File: src/rtl/apb_master_pkg.sv
// ============================================================================
// Module  : apb_master_pkg
// Brief   : Shared types and widths for the APB master bridge.
// Revision: 1.0 - initial release
// ============================================================================
`ifndef ADDR_WIDTH
`define ADDR_WIDTH 32
`endif
`ifndef DATA_WIDTH
`define DATA_WIDTH 32
`endif
`ifndef APB_SRAM_SIZE
`define APB_SRAM_SIZE 32'h0000_1000
`endif

`default_nettype none

package apb_master_pkg;

  typedef enum logic [1:0] {
    IDLE   = 2'd0,
    SETUP  = 2'd1,
    ACCESS = 2'd2,
    RESP   = 2'd3
  } apb_mst_state_e;

  // rdata is sized by the global data width; bridge instances use the same width
  typedef struct packed {
    logic [`DATA_WIDTH-1:0] rdata;
    logic                   err;
    logic                   timeout;
  } apb_rsp_t;

  localparam int TIMEOUT_CYCLES_DFLT = 16;
  localparam int WAIT_W = $clog2(TIMEOUT_CYCLES_DFLT + 1);

  function automatic int wait_width(input int timeout_cycles);
    return $clog2(timeout_cycles + 1);
  endfunction

endpackage

`default_nettype wire

File: src/rtl/apb_wait_timer.sv
// ============================================================================
// Module  : apb_wait_timer
// Brief   : Saturating wait-state counter; expired flags the terminal count.
// Revision: 1.0 - initial release
// ============================================================================
`default_nettype none

module apb_wait_timer #(
  parameter int MAX_COUNT = 15,
  parameter int CNT_W     = 5
) (
  input  logic clk,
  input  logic rst_n,
  input  logic clr,
  input  logic en,
  output logic expired
);

  localparam logic [CNT_W-1:0] c_max = CNT_W'(MAX_COUNT);

  logic [CNT_W-1:0] r_cnt;

  always_ff @(posedge clk or negedge rst_n) begin
    if (!rst_n) begin
      r_cnt <= '0;
    end else if (clr) begin
      r_cnt <= '0;
    end else if (en && (r_cnt != c_max)) begin
      r_cnt <= r_cnt + 1'b1;
    end
  end

  assign expired = (r_cnt == c_max);

endmodule

`default_nettype wire

File: src/rtl/apb_master_bridge.sv
// ============================================================================
// Module  : apb_master_bridge
// Brief   : Single-command valid/ready to APB requester with wait-state timeout.
// Revision: 1.0 - initial release
// ============================================================================
`default_nettype none

module apb_master_bridge
  import apb_master_pkg::*;
#(
  parameter int ADDR_WIDTH     = `ADDR_WIDTH,
  parameter int DATA_WIDTH     = `DATA_WIDTH,
  parameter int TIMEOUT_CYCLES = 16
) (
  input  logic                  clk,
  input  logic                  rst_n,
  input  logic                  cmd_valid,
  output logic                  cmd_ready,
  input  logic                  cmd_write,
  input  logic [ADDR_WIDTH-1:0] cmd_addr,
  input  logic [DATA_WIDTH-1:0] cmd_wdata,
  output logic                  rsp_valid,
  input  logic                  rsp_ready,
  output logic [DATA_WIDTH-1:0] rsp_rdata,
  output logic                  rsp_err,
  output logic                  rsp_timeout,
  output logic                  psel,
  output logic                  penable,
  output logic                  pwrite,
  output logic [ADDR_WIDTH-1:0] paddr,
  output logic [DATA_WIDTH-1:0] pwdata,
  input  logic [DATA_WIDTH-1:0] prdata,
  input  logic                  pready,
  input  logic                  pslverr
);

  localparam int c_wait_w = wait_width(TIMEOUT_CYCLES);

  apb_mst_state_e        r_state;
  apb_mst_state_e        w_state_nxt;
  logic                  w_accept;
  logic                  w_done;
  logic                  w_tmo;
  logic                  w_expired;
  logic                  r_pwrite;
  logic [ADDR_WIDTH-1:0] r_paddr;
  logic [DATA_WIDTH-1:0] r_pwdata;
  apb_rsp_t              r_rsp;

  always_ff @(posedge clk or negedge rst_n) begin
    if (!rst_n) begin
      r_state <= IDLE;
    end else begin
      r_state <= w_state_nxt;
    end
  end

  always_comb begin
    w_state_nxt = r_state;
    w_accept    = 1'b0;
    w_done      = 1'b0;
    w_tmo       = 1'b0;
    case (r_state)
      IDLE: begin
        if (cmd_valid) begin
          w_accept    = 1'b1;
          w_state_nxt = SETUP;
        end
      end
      SETUP: w_state_nxt = ACCESS;
      ACCESS: begin
        // pready has priority: a late ready on the last allowed cycle still completes
        if (pready) begin
          w_done      = 1'b1;
          w_state_nxt = RESP;
        end else if (w_expired) begin
          w_tmo       = 1'b1;
          w_state_nxt = RESP;
        end
      end
      RESP: begin
        if (rsp_ready) begin
          w_state_nxt = IDLE;
        end
      end
      default: w_state_nxt = IDLE;
    endcase
  end

  apb_wait_timer #(
    .MAX_COUNT (TIMEOUT_CYCLES - 1),
    .CNT_W     (c_wait_w)
  ) u_wait_timer (
    .clk     (clk),
    .rst_n   (rst_n),
    .clr     (w_accept),
    .en      ((r_state == ACCESS) && !pready),
    .expired (w_expired)
  );

  always_ff @(posedge clk or negedge rst_n) begin
    if (!rst_n) begin
      r_pwrite <= 1'b0;
      r_paddr  <= '0;
      r_pwdata <= '0;
    end else if (w_accept) begin
      r_pwrite <= cmd_write;
      r_paddr  <= cmd_addr;
      r_pwdata <= cmd_write ? cmd_wdata : '0;
    end
  end

  always_ff @(posedge clk or negedge rst_n) begin
    if (!rst_n) begin
      r_rsp <= '0;
    end else if (w_done) begin
      r_rsp.rdata   <= r_pwrite ? '0 : prdata;
      r_rsp.err     <= pslverr;
      r_rsp.timeout <= 1'b0;
    end else if (w_tmo) begin
      r_rsp.rdata   <= '0;
      r_rsp.err     <= 1'b1;
      r_rsp.timeout <= 1'b1;
    end
  end

  assign cmd_ready   = (r_state == IDLE);
  assign psel        = (r_state == SETUP) || (r_state == ACCESS);
  assign penable     = (r_state == ACCESS);
  assign pwrite      = r_pwrite;
  assign paddr       = r_paddr;
  assign pwdata      = r_pwdata;
  assign rsp_valid   = (r_state == RESP);
  assign rsp_rdata   = r_rsp.rdata;
  assign rsp_err     = r_rsp.err;
  assign rsp_timeout = r_rsp.timeout;

endmodule

`default_nettype wire

File: config.mk
export PLATFORM = sky130hd
export DESIGN_NAME = apb_master_bridge
export DESIGN_NICKNAME = d
export VERILOG_FILES = /design/src/rtl/apb_master_pkg.sv /design/src/rtl/apb_wait_timer.sv /design/src/rtl/apb_master_bridge.sv
export SDC_FILE = /design/constraint.sdc
export NUM_CORES = 1
export LEC_CHECK = 0
export ABC_AREA = 1
export BUFFER_PORTS_ARGS = -buffer_cell sky130_fd_sc_hd__buf_2
export CAP_MARGIN = 0
export CORE_MARGIN = 2
export CORE_UTILIZATION = 50
export DETAILED_ROUTE_END_ITERATION = 7
export GPL_ROUTABILITY_DRIVEN = 0
export PLACE_DENSITY = 0.92
export SYNTH_ARGS = -nofsm -noshare
export SYNTH_HDL_FRONTEND = slang
export SYNTH_HIERARCHICAL = 1
export SYNTH_SLANG_ARGS = --single-unit
export TNS_END_PERCENT = 20
File: constraint.sdc
create_clock -name clk -period 4.07 [get_ports clk]
set_clock_uncertainty 0.05 [all_clocks]
set_input_delay 0.2035 -clock clk [delete_from_list [all_inputs] [get_ports clk]]
set_output_delay 0.2035 -clock clk [all_outputs]
set_load 0.005 [all_outputs]
# [After elaboration in Yosys (flattened, before gate mapping)]
# Cells that the tools add are included.
[word_totals] ff_bits=106 input_bits=103
[op_classes] add_sub_neg=1 eq_ne=8 muxes=18 reduce_logical=8
[op_table] op="34-bit 2-to-1 mux" count=2
[op_table] op="32-bit 2-to-1 mux" count=2
[op_table] op="5-bit 2-to-1 mux" count=2
[op_table] op="2-bit 2-to-1 mux" count=4
[op_table] op="2-bit case mux with 4 select lines" count=1
[op_table] op="1-bit 2-to-1 mux" count=7
[op_table] op="5-bit by 1-bit adder with 5-bit output, second input constant" count=1
[op_table] op="5-bit by 4-bit == test with 1-bit output, second input constant" count=1
[op_table] op="5-bit by 4-bit inequality test with 1-bit output, second input constant" count=1
[op_table] op="2-bit == test, second input constant" count=2
[op_table] op="2-bit nonzero test" count=2
[op_table] op="3-bit by 1-bit inequality test with 1-bit output, second input constant" count=1
[op_table] op="3-bit AND reduction" count=1
[op_table] op="2-bit by 1-bit == test with 1-bit output, second input constant" count=1
[op_table] op="1-bit logical AND" count=2
[op_table] op="2-bit zero test" count=1
[op_table] op="2-bit by 1-bit inequality test with 1-bit output, second input constant" count=1
[op_table] op="2-bit inequality test, second input constant" count=1
[op_table] op="1-bit zero test" count=1
[op_table] op="1-bit logical OR" count=1

# [Longest topological paths before layout]
# Gate-level depths: netlist of the first run.
[depth] depth_word=6 depth_mapped=11

# [Hierarchy]
# Netlist of the first run, hierarchy kept.
[by_module_without_submodules] mod="apb_master_bridge" n_inst=1 cells_each=452 area_per_inst_um2=4042.6
[by_module_without_submodules] mod="apb_wait_timer" n_inst=1 cells_each=36 area_per_inst_um2=267.8

# [Worst setup path after synthesis of the first run]
# No wires, ideal clock.
[synth_path] path_kind="flip-flop to flip-flop" startpoint="register u_wait_timer.r_cnt[0]" endpoint="register r_rsp (netlist bit rsp_rdata[11])" t_arrival_ns=1.379 required_ns=3.954 path_slack_ns=2.575 path_stages_with_launch=9 path_buffers=1 synth_period_minus_slack_ns=1.495 path_cell_list="dfrtp_1 ha_1 nand2_1 nor2_1 ha_1 o21ai_2 buf_2 nand2_1 nand2_1"
[synth_via] elab_chain_cells=5
[synth_lines] element="from (decl)" line_no="apb_wait_timer.sv:21" text="logic [CNT_W-1:0] r_cnt;"
[synth_lines] element="from (signal assigned)" line_no="apb_wait_timer.sv:29" text="r_cnt <= r_cnt + 1'b1;"
[synth_lines] element="5-bit by 4-bit == test with 1-bit output" line_no="apb_wait_timer.sv:33" text="assign expired = (r_cnt == c_max);"
[synth_lines] element="net w_expired" line_no="apb_master_bridge.sv:44" text="logic w_expired;"
[synth_lines] element="1-bit 2-to-1 mux" line_no="apb_master_bridge.sv:76" text="end else if (w_expired) begin"
[synth_lines] element="1-bit 2-to-1 mux" line_no="apb_master_bridge.sv:73" text="if (pready) begin"
[synth_lines] element="1-bit 2-to-1 mux" line_no="apb_master_bridge.sv:63" text="case (r_state)"
[synth_lines] element="2-bit nonzero test (no source line)"
[synth_lines] element="to (decl)" line_no="apb_master_bridge.sv:48" text="apb_rsp_t r_rsp;"
# The timed path passes the listed nets, and every way through them passes these cells.
# A chain may end at the register's enable or synchronous reset.

# [Worst setup path after layout of the first run]
[layout_path] startpoint="register u_wait_timer.r_cnt[0]" endpoint="register r_rsp (netlist bit rsp_rdata[22])"
# Same word-level chain as after synthesis.

==> impl_metrics.tcl, run 1 <==
set metrics [dict create \
    rrSetupSlack_ns 1.70 \
    min_path_type "in2reg" \
    yosysMostFrequentCell "nand2_1" \
    endpoint_kind "register" \
    crit_path_end "rsp_rdata[22]" \
    cts_buffers 9 \
    utilization_pct 70.3 \
    drive_above_1_share_pct 31.9 \
    die_area_um2 9380 \
    fp.dieH_um 96.9 \
    ant_nets 0 \
    worstPathRequired_ns 4.32 \
    core-area_um2 8300 \
    clockRootBuffer "clkbuf_8" \
    yosys.area.top_type "dfrtp_1" \
    cp_max_fo 32 \
    clock_path_buffers 2 \
    remaining_drc_errors 0 \
    syn-num-nets 596 \
    dr.pass1.iters 4 \
    wl_per_cell_um 14.0 \
    cts_setup_buffers 0 \
    seqCellArea_um2 2650 \
    numClockSinks 106 \
    final-setup-viol-count 0 \
    seq_area_frac_synth_pct 61.5 \
    timing.final.hold_violations 0 \
    die_w_um 96.9 \
    synth.cell_area_um2 4310 \
    grt_pass1_wl_mm 19.1 \
    worstReg2RegEnd "rsp_rdata[22]" \
    synth_area_leaders "dfrtp_1 (62%), nand2_1 (22%), nand3_1 (4.2%), o21ai_0 (3.0%), buf_6 (1.8%)" \
    grt_start_max_net_pins 97 \
    rsz0062_at_grt "no" \
    synth_cells 488 \
    grt_pass1_vias 4108 \
    critPathLaunch "u_wait_timer/r_cnt[0]" \
    drv_cap 0 \
    rr_worst_depth 7 \
    rows 33 \
    min_period_ns 2.37 \
    ys_seq_elements 106 \
    port_buffers 205 \
    crit_arrival_ns 2.62 \
    status "finished, final reports clean" \
    cts_tree "done" \
    yosys_most_used_dff "dfrtp_1" \
    yosys-top-cells-count "nand2_1 (247), dfrtp_1 (106), nand3_1 (36), o21ai_0 (26), inv_1 (12)" \
    cp-start-kind "register" \
    clk_latency_ns 0.36 \
    path_class "reg2reg" \
    yosys_warnings 6 \
    syn2layout_area_growth_pct 35.3 \
    grt_overflow 0 \
    clk_pin_slew_worst_paths_ns 0.10 \
    r2r-start "u_wait_timer/r_cnt[0]" \
    boundaryPins 206 \
    worstMarginPinSlew_ns 1.22 \
    p_leak_nw 3.40 \
    via_per_inst 4.99 \
    synth-edff-count 0 \
    fin_crit_sh_pct 58.1 \
    drt_iter0_drc 191 \
    antenna_found_initial 0 \
    h-tree-depth 3 \
    nets 823 \
    multi_input_area_um2 1430 \
    num-fill-cells 589 \
    powerDensity_nw_per_um2 664 \
    dpl.hpwl_mm 7.54 \
    tns_ns 0 \
    synth_cell_types 18 \
    num_vias 4115 \
    avgSynthCellArea_um2 8.83 \
    wl_mm 11.5 \
    maxClockFrequency_mhz 423 \
    drv_slew 0 \
    synth_top_area_share_pct 61.5 \
    relSlewSlack_pct 18.5 \
    grt_use_total_pct 24.9 \
    cts_resized 0 \
    antennaDiodeCount 0 \
    peakVddDrop_v 0.000323 \
    initial_core_util_pct 51.9 \
    async_flop_share_pct 100 \
]
==> registers in the layout (all words and copies together) (netlist names) <==
signal	count
rsp_timeout	1
r_state	2
paddr	32
u_wait_timer/r_cnt	5
pwrite	1
pwdata	32
rsp_rdata	32
rsp_err	1
==> critical path, cell delays in order (launching register included) <==
cell and delay [ns]:
dfrtp_1 0.42, ha_1 0.24, nand2_1 0.09, nor2_1 0.04, ha_1 0.23, o21ai_2 0.94, nand2_1 0.16, nand2_1 0.12
==> cell usage in the layout, fill, tap and decap left out <==
master	Yosys	layout
a21oi_1	1	1
buf_2	11	204
buf_4	2	3
clkbuf_1	4	1
clkbuf_8	0	9
clkinv_2	0	2
clkinvlp_4	0	3
dfrtp_1	106	106
dlygate4sd3_1	0	35
ha_1	5	5
inv_1	12	12
inv_2	4	4
inv_6	0	1
nand2_1	247	247
nand2_2	3	3
nand3_1	36	36
nand4_1	2	2
nor2_1	11	11
o21ai_0	26	26
o21ai_1	8	8
o21ai_2	1	1
==> power breakdown <==
group	leakage [nW]	internal [mW]	switching, mW
Combinational	1.96	0.645	0.855
Sequential	1.36	1.53	0.266
Clock	0.0787	0.223	0.352
Total	3.40	2.40	1.47
==> area by class of cell <==
| type | instances | area share, % |
|---|---|---|
| flip-flops and latches | 106 | 45.5 |
| multi-input cells | 340 | 24.5 |
| repair buffers | 242 | 23.9 |
| well taps | 105 | 2.25 |
| clock buffers | 10 | 2.19 |
| inverters | 16 | 1.03 |
| clock inverters | 6 | 0.708 |
==> kinds of logic (layout without fill, tap and decap cells) <==
| family | Yosys count | count (layout) | synth area share [%] |
|---|---|---|---|
| compound gates | 36 | 36 | 4.27 |
| fa+ha+maj | 5 | 5 | 1.45 |
| buf+inv | 42 | 274 | 5.37 |
| flops | 106 | 106 | 61.5 |
| simple gates | 299 | 299 | 27.4 |
==> layer usage <==
metal | wire length, µm | vias up | GRT usage [%]
li1 | - | 1973 | -
met1 | 4560 | 1909 | 31.3
met2 | 5660 | 210 | 40.4
met3 | 1050 | 23 | 7.15
met4 | 257 | 0 | 10.7
met5 | 0 | - | 0
==> through the flow <==
step / setup WS, ns / hold slack, ns / cell area [µm²] / cells / total power, mW
floorplan: 2.57 / -0.142 / 4310 / 488 / 2.59
global placement: 1.94 / 0.345 / 5310 / 774 / 3.18
detailed placement: 1.76 / 0.350 / 5310 / 774 / 3.27
CTS: 1.73 / 0.00103 / 5800 / 822 / 3.87
global route: 1.51 / 0.00170 / 5830 / 825 / 4.19
finish: 1.70 / 0.0178 / 5830 / 825 / 3.87
==> worst min path at each step <==
stage                  start             to  slack (ns)  cells past startpoint
2_1_floorplan          rst_n       paddr[0]       -0.14                      0
3_3_place_gp           rst_n     pwdata[31]        0.35                      1
3_5_place_dp    cmd_addr[21]      paddr[21]        0.35                      3
4_1_cts        cmd_wdata[29]     pwdata[29]       0.001                      3
5_1_grt        cmd_wdata[24]     pwdata[24]       0.002                      3
6_report          prdata[28]  rsp_rdata[28]        0.02                      3
==> repair_timing <==
item                       4_1_cts  5_1_grt
setup endpoints to repair        0        0
hold buffers                    32        3
hold endpoints to repair       106        3
Note: power is estimated with default switching activity, not from simulation.
==> run 2: changes to the inputs <==
--- a/config.mk
+++ b/config.mk
@@ -9,10 +9,10 @@
 export BUFFER_PORTS_ARGS = -buffer_cell sky130_fd_sc_hd__buf_2
 export CAP_MARGIN = 0
 export CORE_MARGIN = 2
-export CORE_UTILIZATION = 50
+export CORE_UTILIZATION = 46
 export DETAILED_ROUTE_END_ITERATION = 7
 export GPL_ROUTABILITY_DRIVEN = 0
-export PLACE_DENSITY = 0.92
+export PLACE_DENSITY = 0.87
 export SYNTH_ARGS = -nofsm -noshare
 export SYNTH_HDL_FRONTEND = slang
 export SYNTH_HIERARCHICAL = 1
==> constraint.sdc (replaced) <==
create_clock -name clk -period 2.19 [get_ports clk]
set_clock_uncertainty 0.05 [all_clocks]
set_input_delay 0.1095 -clock clk [delete_from_list [all_inputs] [get_ports clk]]
set_output_delay 0.1095 -clock clk [all_outputs]
set_load 0.005 [all_outputs]
==> impl_metrics.tcl, run 2 (same netlist as run 1, synthesis figures left out) <==
set metrics [dict create \
    status "finished, final reports clean" \
    drt_iter0_drc 126 \
    cp_slowest_cell "dfrtp_1" \
    clockRootBuffer "clkbuf_8" \
    tns_ns 0 \
    ant_nets 0 \
    die_area_um2 10200 \
    min_period_ns 1.83 \
    crit_arrival_ns 2.03 \
    path_class "reg2reg" \
    powerDensity_nw_per_um2 1140 \
    dp_slack_ns 0.367 \
    num-fill-cells 641 \
    h-tree-depth 3 \
    grt_overflow 0 \
    worstReg2RegEnd "u_wait_timer/r_cnt[1]" \
    cts_tree "done" \
    clock_path_buffers 2 \
    boundaryPins 206 \
    peakVddDrop_v 0.000561 \
    antenna_found_initial 0 \
    port_buffers 205 \
    dpl.hpwl_mm 7.46 \
    final-setup-viol-count 0 \
    grt_use_total_pct 24.1 \
    grt_pass1_wl_mm 19.5 \
    drv_cap 0 \
    cts_buffers 9 \
    initial_core_util_pct 47.1 \
    postPlaceCellArea_um2 5380 \
    utilization_pct 71.6 \
    cp-start-kind "register" \
    grt_pass1_vias 4281 \
    die_w_um 101 \
    crit_top_cell "inv_1" \
    wl_per_cell_um 13.6 \
    relSlewSlack_pct 61.9 \
    rows 35 \
    rrSetupSlack_ns 0.36 \
    maxClockFrequency_mhz 547 \
    finalNonFillerCells 899 \
    wl_mm 12.2 \
    clk_latency_ns 0.35 \
    place_inst 785 \
    final_common_cell "nand2_1" \
    remaining_drc_errors 0 \
    drive_above_1_share_pct 29.9 \
    critPathLaunch "r_state[0]" \
    p_leak_nw 3.71 \
    nets 891 \
    mostFrequentLayoutCells "nand2_1 (247), buf_2 (204), dfrtp_1 (106)" \
    via_per_inst 4.79 \
    worstPathRequired_ns 2.39 \
    dr.pass1.iters 4 \
    numClockSinks 106 \
    drv_slew 0 \
    r2r-start "r_state[0]" \
    holdWs_ns 0.0789 \
    clk_pin_slew_worst_paths_ns 0.10 \
    num_vias 4303 \
    fin_crit_sh_pct 83.5 \
    fp.dieH_um 101 \
    path_cells "inv_1 > ha_1 > nand2_2 > inv_2 > inv_1 > o21ai_0 > nor2_1" \
    endpoint_kind "register" \
    max_stage_delay_ns 0.42 \
    cp_max_fo 35 \
    core-area_um2 9150 \
    worstMarginPinSlew_ns 0.572 \
    setup_slack_ns 0.361 \
    power_mw 7.45 \
    rsz0062_at_grt "no" \
    worst_hold_startpoint "pready" \
    grt_start_max_net_pins 80 \
    timing.final.hold_violations 0 \
    stdcell_area_um2 6550 \
    crit_path_end "u_wait_timer/r_cnt[1]" \
    syn2layout_area_growth_pct 52.0 \
    min_path_type "in2reg" \
    rr_worst_depth 7 \
    antennaDiodeCount 0 \
    cts_setup_buffers 0 \
]
## run 2: changes by cell type in the layout (fill, tap and decap cells not counted), sizes merged
cell         before  now
clkinv            2    1
inv              17   19
dlygate4sd3      35   98
buf             207  212
clkinvlp          3    2
## run 2: worst min-delay path by stage
stage / to / slack, ns / cells after the start
global placement: rsp_rdata[8] / -0.04 / 1
global route: rsp_timeout / 0.11 / 4
finish: rsp_timeout / 0.08 / 4
CTS: rsp_timeout / 0.06 / 4
floorplan: paddr[0] / -0.24 / 0
detailed placement: rsp_rdata[6] / -0.04 / 1
## run 2: routing by layer
layer / vias up / routed length (µm) / global-route usage, %
li1: 2108 / - / -
met1: 1978 / 5030 / 28.4
met2: 191 / 6050 / 42.2
met3: 26 / 906 / 6.24
met4: 0 / 261 / 9.48
met5: - / 0 / 0
## run 2: timing repair
action / 4_1_cts / 5_1_grt
endpoints found under the hold margin: 203 / 0
resized for setup: 0 / 0
hold buffers: 98 / 0
## run 2: power breakdown
part	total, mW	switching, mW	internal, mW	leakage (nW)
sequential	3.35	0.501	2.85	1.36
clock	1.13	0.673	0.459	0.0912
combinational	2.97	1.65	1.32	2.26
## run 2: critical path: cells and delay by family, from the launching register on
family | cells | cell delay, ns
adder cells (fa/ha/maj) | 1 | 0.24
AO/OA/AOI/OAI | 1 | 0.12
AND/OR/NAND/NOR | 2 | 0.18
buffers and inverters | 3 | 0.70
flip-flops | 1 | 0.42
## run 2: layout make-up
type | count | area, µm² | area share (%)
flip-flops and latches | 106 | 2650 | 40.5
clock inverters | 6 | 48.8 | 0.745
repair buffers | 310 | 2090 | 31.9
well taps | 111 | 139 | 2.12
multi-input cells | 340 | 1430 | 21.8
inverters | 16 | 60.1 | 0.917
clock buffers | 10 | 138 | 2.10
